**config.mk**
```make
export PLATFORM = sky130hd
export DESIGN_NAME = ysyx_22050039_ifetch_buf_flat
export DESIGN_NICKNAME = d
export VERILOG_FILES = /design/src/rtl/ysyx_22050039_ifetch_buf_if.sv /design/src/rtl/ysyx_22050039_ifetch_buf.sv /design/src/flat_wrapper.sv
export SDC_FILE = /design/constraint.sdc
export NUM_CORES = 1
export LEC_CHECK = 0
export CORE_MARGIN = 10
export CORE_UTILIZATION = 30
export CTS_BUF_LIST = sky130_fd_sc_hd__clkbuf_16
export CTS_CLUSTER_DIAMETER = 80
export DETAILED_ROUTE_END_ITERATION = 7
export DONT_BUFFER_PORTS = 1
export PLACE_DENSITY = 0.47
export SLEW_MARGIN = 20
export SYNTH_ARGS = -nofsm -noshare
export SYNTH_HDL_FRONTEND = slang
export SYNTH_SLANG_ARGS = --single-unit
```
**constraint.sdc**
```tcl
create_clock -name clk -period 17.02 [get_ports clk]
set_input_delay 4.255 -clock clk [delete_from_list [all_inputs] [get_ports clk]]
set_output_delay 4.255 -clock clk [all_outputs]
set_load 0.05 [all_outputs]
```
**src/rtl/ysyx_22050039_ifetch_buf_if.sv**
```systemverilog
// Fetch-side bus bundle: instruction-memory request/response, decoder handshake and redirect.
interface ysyx_22050039_ifetch_buf_if #(
  parameter int unsigned XLEN     = 64,
  parameter int unsigned INST_LEN = 32
);
  logic                imem_req_valid;
  logic                imem_req_ready;
  logic [XLEN-1:0]     imem_req_addr;
  logic                imem_resp_valid;
  logic [INST_LEN-1:0] imem_resp_data;
  logic                inst_valid;
  logic                inst_ready;
  logic [INST_LEN-1:0] inst;
  logic [XLEN-1:0]     inst_pc;
  logic                redirect_valid;
  logic [XLEN-1:0]     redirect_pc;

  // Fetch unit side
  modport master (
    output imem_req_valid, imem_req_addr, inst_valid, inst, inst_pc,
    input  imem_req_ready, imem_resp_valid, imem_resp_data, inst_ready,
           redirect_valid, redirect_pc
  );

  // Memory / decoder / EXU side
  modport slave (
    input  imem_req_valid, imem_req_addr, inst_valid, inst, inst_pc,
    output imem_req_ready, imem_resp_valid, imem_resp_data, inst_ready,
           redirect_valid, redirect_pc
  );
endinterface

```
**src/rtl/ysyx_22050039_ifetch_buf.sv**
```systemverilog
// In-order instruction fetch with credit-limited requests, a small {pc, inst} FIFO
// and redirect flush that discards responses of requests already in flight.
module ysyx_22050039_ifetch_buf #(
  parameter int unsigned     XLEN     = 64,
  parameter int unsigned     INST_LEN = 32,
  parameter logic [XLEN-1:0] RESET_PC = 64'h8000_0000,
  parameter int unsigned     DEPTH    = 2
) (
  input  logic                 clk,
  input  logic                 rst,
  ysyx_22050039_ifetch_buf_if.master bus
);
  localparam int unsigned CW = $clog2(DEPTH + 1);
  localparam int unsigned PW = $clog2(DEPTH);

  typedef struct packed {
    logic [XLEN-1:0]     pc;
    logic [INST_LEN-1:0] inst;
  } entry_t;

  logic [XLEN-1:0] fetch_pc, fetch_pc_n;
  logic [XLEN-1:0] resp_pc, resp_pc_n;
  logic [CW-1:0]   outst, outst_n;
  logic [CW-1:0]   drop, drop_n;
  logic [CW-1:0]   count, count_n;
  logic [PW-1:0]   rd_ptr, rd_ptr_n;
  logic [PW-1:0]   wr_ptr, wr_ptr_n;
  logic [CW:0]     credit_used;
  logic            req_fire;
  logic            resp_fire;
  logic            push;
  logic            pop;
  entry_t          head;
  entry_t          mem [DEPTH];

  // Credit covers both in-flight requests and buffered words, so a push never overflows
  assign credit_used        = (CW+1)'(outst) + (CW+1)'(count);
  assign bus.imem_req_valid = !rst && (credit_used < (CW+1)'(DEPTH));
  assign bus.imem_req_addr  = fetch_pc;
  assign head               = mem[rd_ptr];
  assign bus.inst_valid     = !rst && (count != '0) && !bus.redirect_valid;
  assign bus.inst           = rst ? '0 : head.inst;
  assign bus.inst_pc        = rst ? '0 : head.pc;
  assign req_fire           = bus.imem_req_valid && bus.imem_req_ready;
  assign resp_fire          = bus.imem_resp_valid && (outst != '0);
  assign pop                = bus.inst_valid && bus.inst_ready;

  // Next-state: redirect overrides every other same-cycle update
  always_comb begin
    fetch_pc_n = fetch_pc;
    resp_pc_n  = resp_pc;
    drop_n     = drop;
    count_n    = count;
    rd_ptr_n   = rd_ptr;
    wr_ptr_n   = wr_ptr;
    push       = 1'b0;
    outst_n    = outst + CW'(req_fire) - CW'(resp_fire);
    if (bus.redirect_valid) begin
      fetch_pc_n = bus.redirect_pc & ~XLEN'(3);
      resp_pc_n  = bus.redirect_pc & ~XLEN'(3);
      drop_n     = outst_n;
      count_n    = '0;
      rd_ptr_n   = '0;
      wr_ptr_n   = '0;
    end else begin
      if (req_fire) begin
        fetch_pc_n = fetch_pc + XLEN'(4);
      end
      if (resp_fire) begin
        if (drop != '0) begin
          drop_n = drop - CW'(1);
        end else begin
          push      = 1'b1;
          resp_pc_n = resp_pc + XLEN'(4);
        end
      end
      if (push) begin
        wr_ptr_n = wr_ptr + PW'(1);
      end
      if (pop) begin
        rd_ptr_n = rd_ptr + PW'(1);
      end
      count_n = count + CW'(push) - CW'(pop);
    end
  end

  // Control state register
  always_ff @(posedge clk) begin
    if (rst) begin
      fetch_pc <= RESET_PC;
      resp_pc  <= RESET_PC;
      outst    <= '0;
      drop     <= '0;
      count    <= '0;
      rd_ptr   <= '0;
      wr_ptr   <= '0;
    end else begin
      fetch_pc <= fetch_pc_n;
      resp_pc  <= resp_pc_n;
      outst    <= outst_n;
      drop     <= drop_n;
      count    <= count_n;
      rd_ptr   <= rd_ptr_n;
      wr_ptr   <= wr_ptr_n;
    end
  end

  // FIFO storage; cleared on reset so an empty head reads as zero
  always_ff @(posedge clk) begin
    if (rst) begin
      for (int i = 0; i < int'(DEPTH); i++) begin
        mem[i] <= '0;
      end
    end else if (push) begin
      mem[wr_ptr] <= '{pc: resp_pc, inst: bus.imem_resp_data};
    end
  end
endmodule

```
**src/flat_wrapper.sv**
```systemverilog
// flat-port wrapper written by rule: the top's interface ports become plain ports
module ysyx_22050039_ifetch_buf_flat 
#(
  parameter int unsigned     XLEN     = 64,
  parameter int unsigned     INST_LEN = 32,
  parameter logic [XLEN-1:0] RESET_PC = 64'h8000_0000,
  parameter int unsigned     DEPTH    = 2
)
  (clk, rst, bus_imem_req_valid, bus_imem_req_addr, bus_inst_valid, bus_inst, bus_inst_pc, bus_imem_req_ready, bus_imem_resp_valid, bus_imem_resp_data, bus_inst_ready, bus_redirect_valid, bus_redirect_pc);
  ysyx_22050039_ifetch_buf_if #(.XLEN(XLEN), .INST_LEN(INST_LEN)) bus_i ();
  input  logic clk;
  input  logic rst;
  output wire logic [$bits(bus_i.imem_req_valid)-1:0] bus_imem_req_valid;
  output wire logic [$bits(bus_i.imem_req_addr)-1:0] bus_imem_req_addr;
  output wire logic [$bits(bus_i.inst_valid)-1:0] bus_inst_valid;
  output wire logic [$bits(bus_i.inst)-1:0] bus_inst;
  output wire logic [$bits(bus_i.inst_pc)-1:0] bus_inst_pc;
  input wire logic [$bits(bus_i.imem_req_ready)-1:0] bus_imem_req_ready;
  input wire logic [$bits(bus_i.imem_resp_valid)-1:0] bus_imem_resp_valid;
  input wire logic [$bits(bus_i.imem_resp_data)-1:0] bus_imem_resp_data;
  input wire logic [$bits(bus_i.inst_ready)-1:0] bus_inst_ready;
  input wire logic [$bits(bus_i.redirect_valid)-1:0] bus_redirect_valid;
  input wire logic [$bits(bus_i.redirect_pc)-1:0] bus_redirect_pc;
  assign bus_imem_req_valid = bus_i.imem_req_valid;
  assign bus_imem_req_addr = bus_i.imem_req_addr;
  assign bus_inst_valid = bus_i.inst_valid;
  assign bus_inst = bus_i.inst;
  assign bus_inst_pc = bus_i.inst_pc;
  assign bus_i.imem_req_ready = bus_imem_req_ready;
  assign bus_i.imem_resp_valid = bus_imem_resp_valid;
  assign bus_i.imem_resp_data = bus_imem_resp_data;
  assign bus_i.inst_ready = bus_inst_ready;
  assign bus_i.redirect_valid = bus_redirect_valid;
  assign bus_i.redirect_pc = bus_redirect_pc;
  ysyx_22050039_ifetch_buf #(.XLEN(XLEN), .INST_LEN(INST_LEN), .RESET_PC(RESET_PC), .DEPTH(DEPTH)) u_core (.clk(clk), .rst(rst), .bus(bus_i));
endmodule
```
### Word-level counts from Yosys, hierarchy flattened

Memories as Yosys holds them, arrays and structs flattened. A register that Yosys moved wholly into a read port is not among the register bits.
Index checks and enable logic that the tools add are counted.
W data, S select, Z words.

| cells by class | value |
|---|---|
| bitwise logic cells | 1 |
| add/subtract/negate cells | 10 |
| multiplexer cells | 24 |
| shifts and indexed selects | 0 |
| $mul | 0 |
| reduce and logical (&&, ||, !) cells | 19 |
| equality and inequality tests | 1 |
| $lt $le $gt $ge | 1 |
| divide/modulo/power cells | 0 |

Operators by type and width:

| cell | number |
|---|---|
| $mux W64 | 6 |
| $add A64 B3 Y64 const B | 2 |
| $mux W96 | 1 |
| $reduce_or A96 Y1 | 1 |
| $mux W32 | 1 |
| $mux W1 | 13 |
| $reduce_bool A2 Y1 | 6 |
| $logic_and A1 B1 Y1 | 6 |
| $mux W2 | 3 |
| $reduce_and A2 Y1 | 3 |
| $add A2 B1 Y2 | 2 |
| $sub A2 B1 Y2 | 2 |
| $add A2 B2 Y3 | 1 |
| $lt A3 B2 Y1 const B | 1 |
| $add A1 B1 Y1 const B | 2 |
| $logic_not A1 Y1 | 2 |
| $ne A2 B2 Y1 const B | 1 |
| $reduce_or A2 Y1 | 1 |
| $sub A2 B1 Y2 const B | 1 |
| $not A1 Y1 | 1 |

| storage, ports and cells | value |
|---|---|
| memory bits (writable) | 192 |
| memories | 1 |
| bits in read-only memories | 0 |
| flip-flop bits (word level) | 136 |
| bits of input ports | 102 |
| latch bits | 0 |
| output and inout bits | 162 |

Memories:

| memory | words | width | rd ports | clocked after Yosys merged registers in | wr ports | RTL line | source |
|---|---|---|---|---|---|---|---|
| u_core.mem | 2 | 96 | 1 | 1 | 2 | ysyx_22050039_ifetch_buf.sv:34 | `entry_t mem [DEPTH];` |

### Depth between registers and ports, before layout

| depth | value |
|---|---|
| depth after elaboration | 10 |
| mapped depth | 10 |
| gate-level depth less buffers | 10 |

### Least setup slack after synthesis

Ideal clock, no wire load.

| timing path | value |
|---|---|
| path type | input -> register |
| start point | in bus_imem_resp_valid |
| end point | mem u_core.mem[0][0] (netlist bit), enable pin |
| path buffers | 1 |
| stages on the path | 5 |
| setup slack | 4842 ps |
| arrival time | 11502 ps |
| library setup time | 677 ps |
| cells stage by stage | o211ai_1 -> inv_1 -> nand2_1 -> clkbuf_1 -> o21ai_0 |

RTL lines:

| item | RTL line | source |
|---|---|---|
| start: declaration | flat_wrapper.sv:19 | `input wire logic [$bits(bus_i.imem_resp_valid)-1:0] bus_imem_resp_valid;` |
| end: declaration | ysyx_22050039_ifetch_buf.sv:34 |  |

### Final worst setup path

| timing path | value |
|---|---|
| start point | in bus_redirect_valid |
| end point | out bus_inst_valid |

| between the ends | value |
|---|---|
| cells in the longest elaborated chain, start to end | 2 |

RTL lines:

| item | RTL line | source |
|---|---|---|
| start: declaration | flat_wrapper.sv:22 | `input wire logic [$bits(bus_i.redirect_valid)-1:0] bus_redirect_valid;` |
| $logic_not A1 Y1 | ysyx_22050039_ifetch_buf.sv:41 | `assign bus.inst_valid = !rst && (count != '0) && !bus.redirect_valid;` |
| $logic_and A1 B1 Y1 | ysyx_22050039_ifetch_buf.sv:41 |  |
| end: declaration | flat_wrapper.sv:15 | `output wire logic [$bits(bus_i.inst_valid)-1:0] bus_inst_valid;` |

No other way between the ends.

==> impl_metrics.yaml <==
run_status:
  outcome: "finished, final reports clean"
global_route:
  grt.overflow.total: 0
  grt_antenna_before_repair: 4
  grt_use_met3_pct: 6.08
  grtUsageMet1_pct: 20.2
  grt_pass1_wl_um: 80200
  met2_usage_pct: 28.1
  grt_max_degree: 114
  grt-busiest-layer: "met2"
  grt.total_usage_pct: 16.8
  grt_pass1_vias: 11600
worst_setup_path:
  worst_path_max_delay_cell: "nor2_1"
  cp_max_fo: 57
  critPathLaunchType: "primary input"
  slowest_delay_ns: 0.81
  worst-setup-path-type: "in -> out"
  crit_cells: 2
  cp-end-kind: "output pin"
  crit_buf_inv: 0
  worstRegToRegCells: 9
  cp_cell_sequence: "or2_2 -> nor2_1"
  rr_startpoint: "u_core.drop[0]"
  critPathRequiredTime_ns: 12.77
  crit_family: "simple AND/OR/NAND/NOR gates"
  r2r_slack_ns: 12.79
  worstReg2RegEnd: "u_core.mem[1][27]"
  cp.arrival_ns: 5.46
clock_network:
  cts_setup_buffers: 0
  cts.repair.resized: 0
  cts_tree: "built"
  clkLatencyLatePin_ns: 0.57
  clockBufferDepth: 3
  cts_max_level: 2
  cts_sinks: 321
  cts_root_buffer: "clkbuf_16"
  numCtsBuffers: 39
  path_clk_slew_ns: 0.06
  hold_buffers: 0
synthesis:
  yosys_warnings: 0
  yosysSeqAreaShare_pct: 51.5
  syn_inst: 1547
  ys_async_sr_fraction_pct: 0
  synth_seq_cells: 321
  synth_top_area_share_pct: 35.0
  synth_area_sq_um: 16100
  yosys.area.top_type: "edfxtp_1"
  ys_types: 63
  netlist_top_cells_area: "edfxtp_1 35%, dfxtp_1 17%, and2_1 7.4%, mux2i_1 5.8%, nor2_1 3.2%"
  synth_edf_count: 188
  syn_area_per_cell_sq_um: 10.4
  synth_ff_type: "edfxtp_1"
die:
  core_area_sq_um: 52900
  start_util_pct: 30.5
  die_w_um: 252
  chipHeight_um: 252
  io_pins: 264
  num_rows: 84
  die_area_sq_um: 63400
final_layout:
  seq_area_sq_um: 8310
  layout.cells.non_filler: 2228
  area_delta_synth_final_pct: 11.6
  multi_input_area_sq_um: 7350
  layout_commonest_cell: "and2_1"
  drive_gt1_share_pct: 5.99
  nNetsFinal: 1615
  final_area_sq_um: 18000
  nFillCells: 5418
  layout_common_cells: "190 x and2_1, 188 x edfxtp_1, 137 x nor2_1, 132 x dfxtp_1, 94 x mux2i_1"
run:
  maxCapViolations: 0
sta:
  clock.fmax_mhz: 103
  fin_skew_ns: 0.0296
  worstMarginPinSlew_ns: 1.07
  relSlewSlack_pct: 28.7
  period_minus_slack_ns: 9.71
  slew_viol_final: 0
  final.setup.tns_ns: 0
  setup_viol: 0
  min_period_over_period_pct: 57.1
  rsz0062_at_grt: "no"
  hold_viol: 0
  finalWorstSetupSlack_ns: 7.31
min_path:
  holdCritStartpoint: "u_core.rd_ptr"
  hold_class: "reg -> reg"
  hold_depth: 2
power:
  vdd.ir_drop.worst_mv: 0.0679
  p_leak_nw: 5.94
  p_per_area_nw_per_um2: 111
detailed_routing:
  drtIter0Drc: 634
  drc_errors: 0
  vias: 11900
  firstDrtPassIters: 5
  avgRoutedWirePerCell_um: 24.8
  drt_wl_total_um: 55300
  ant_nets: 0
  via_per_inst: 5.33
placed_design:
  dp.cells: 2152
  hpwl_um: 38900
  gp_congestion: 0.864
  dpl_worst_slack_ns: 7.29
  dpl_cell_area_sq_um: 16700
  port_buffers: 0
[layout make-up]
class | count | area share [%]
flip-flops and latches | 321 | 46.2
multi-input cells | 1108 | 40.9
clock buffers | 41 | 5.70
well taps | 688 | 4.79
clock inverters | 31 | 1.39
repair buffers | 12 | 0.501
inverters | 23 | 0.494
diodes | 4 | 0.0556
[kinds of logic (layout without fill, tap and decap cells)]
family | after synthesis | in the layout | synth area share [%]
buffers and inverters | 121 | 107 | 3.18
flip-flops | 321 | 321 | 51.5
multiplexers | 94 | 94 | 5.84
other | 1 | 8 | 0.0233
XOR/XNOR | 81 | 81 | 4.40
adder cells (fa/ha/maj) | 8 | 8 | 0.668
AO/OA/AOI/OAI | 231 | 231 | 10.4
AND/OR/NAND/NOR | 690 | 690 | 24.0
[layer usage]
metal	wire length (um)	share of wire, %	vias to the layer above
li1	-	-	5603
met1	22800	41	5827
met2	26100	47	396
met3	5370	9.7	59
met4	925	1.7	0
met5	0	0	-
[per-stage QoR]
stage,utilization [%],hold WS (ns),power [W]
2_1_floorplan,-,0.481,0.00113
3_3_place_gp,31.6,0.497,0.00118
3_5_place_dp,31.6,0.502,0.00119
4_1_cts,34.0,0.518,0.00203
5_1_grt,34.0,0.552,0.00208
6_report,34.0,0.521,0.00200
[worst max-delay path by stage]
stage	from	to	slack, ns
6_report	bus_redirect_valid	bus_inst_valid	7.31
5_1_grt	bus_redirect_valid	bus_inst_valid	7.28
4_1_cts	bus_redirect_valid	bus_inst_valid	7.29
3_5_place_dp	bus_redirect_valid	bus_inst_valid	7.29
3_3_place_gp	bus_redirect_valid	bus_inst_valid	7.29
2_1_floorplan	bus_imem_resp_valid	u_core.mem[0][0]	4.84
[synthesized netlist by cell type (18+ instances only)]
| library cell | n |
|---|---|
| nor4_1 | 33 |
| mux2i_1 | 94 |
| edfxtp_1 | 188 |
| and2_1 | 190 |
| nand2_1 | 61 |
| nand3_1 | 55 |
| o21ai_0 | 24 |
| xnor2_1 | 43 |
| nor2_1 | 138 |
| o31a_1 | 26 |
| and4_1 | 18 |
| a21oi_1 | 20 |
| clkbuf_1 | 74 |
| dfxtp_1 | 133 |
| xor2_1 | 38 |
| o21a_1 | 55 |
| and3_1 | 31 |
| nand4_1 | 71 |
| inv_1 | 21 |
| a21boi_0 | 57 |
| nor3_1 | 42 |
[registers in the layout, indices dropped and copies added, names as in the netlist, named ones only]
signal / cells
u_core.mem: 188
u_core.bus.imem_req_addr: 62
u_core.resp_pc: 62
u_core.count: 2
u_core.drop: 2
u_core.outst: 2
u_core.rd_ptr: 1
u_core.wr_ptr: 1
[where the power goes]
part,internal [W],switching [W],total [W],leakage [nW]
combinational,0.0000565,0.000147,0.000203,2.21
clock,0.000496,0.000341,0.000838,0.678
sequential,0.000875,0.0000880,0.000963,3.05
total,0.00143,0.000576,0.00200,5.94
Power figures use the tool's default switching activity.
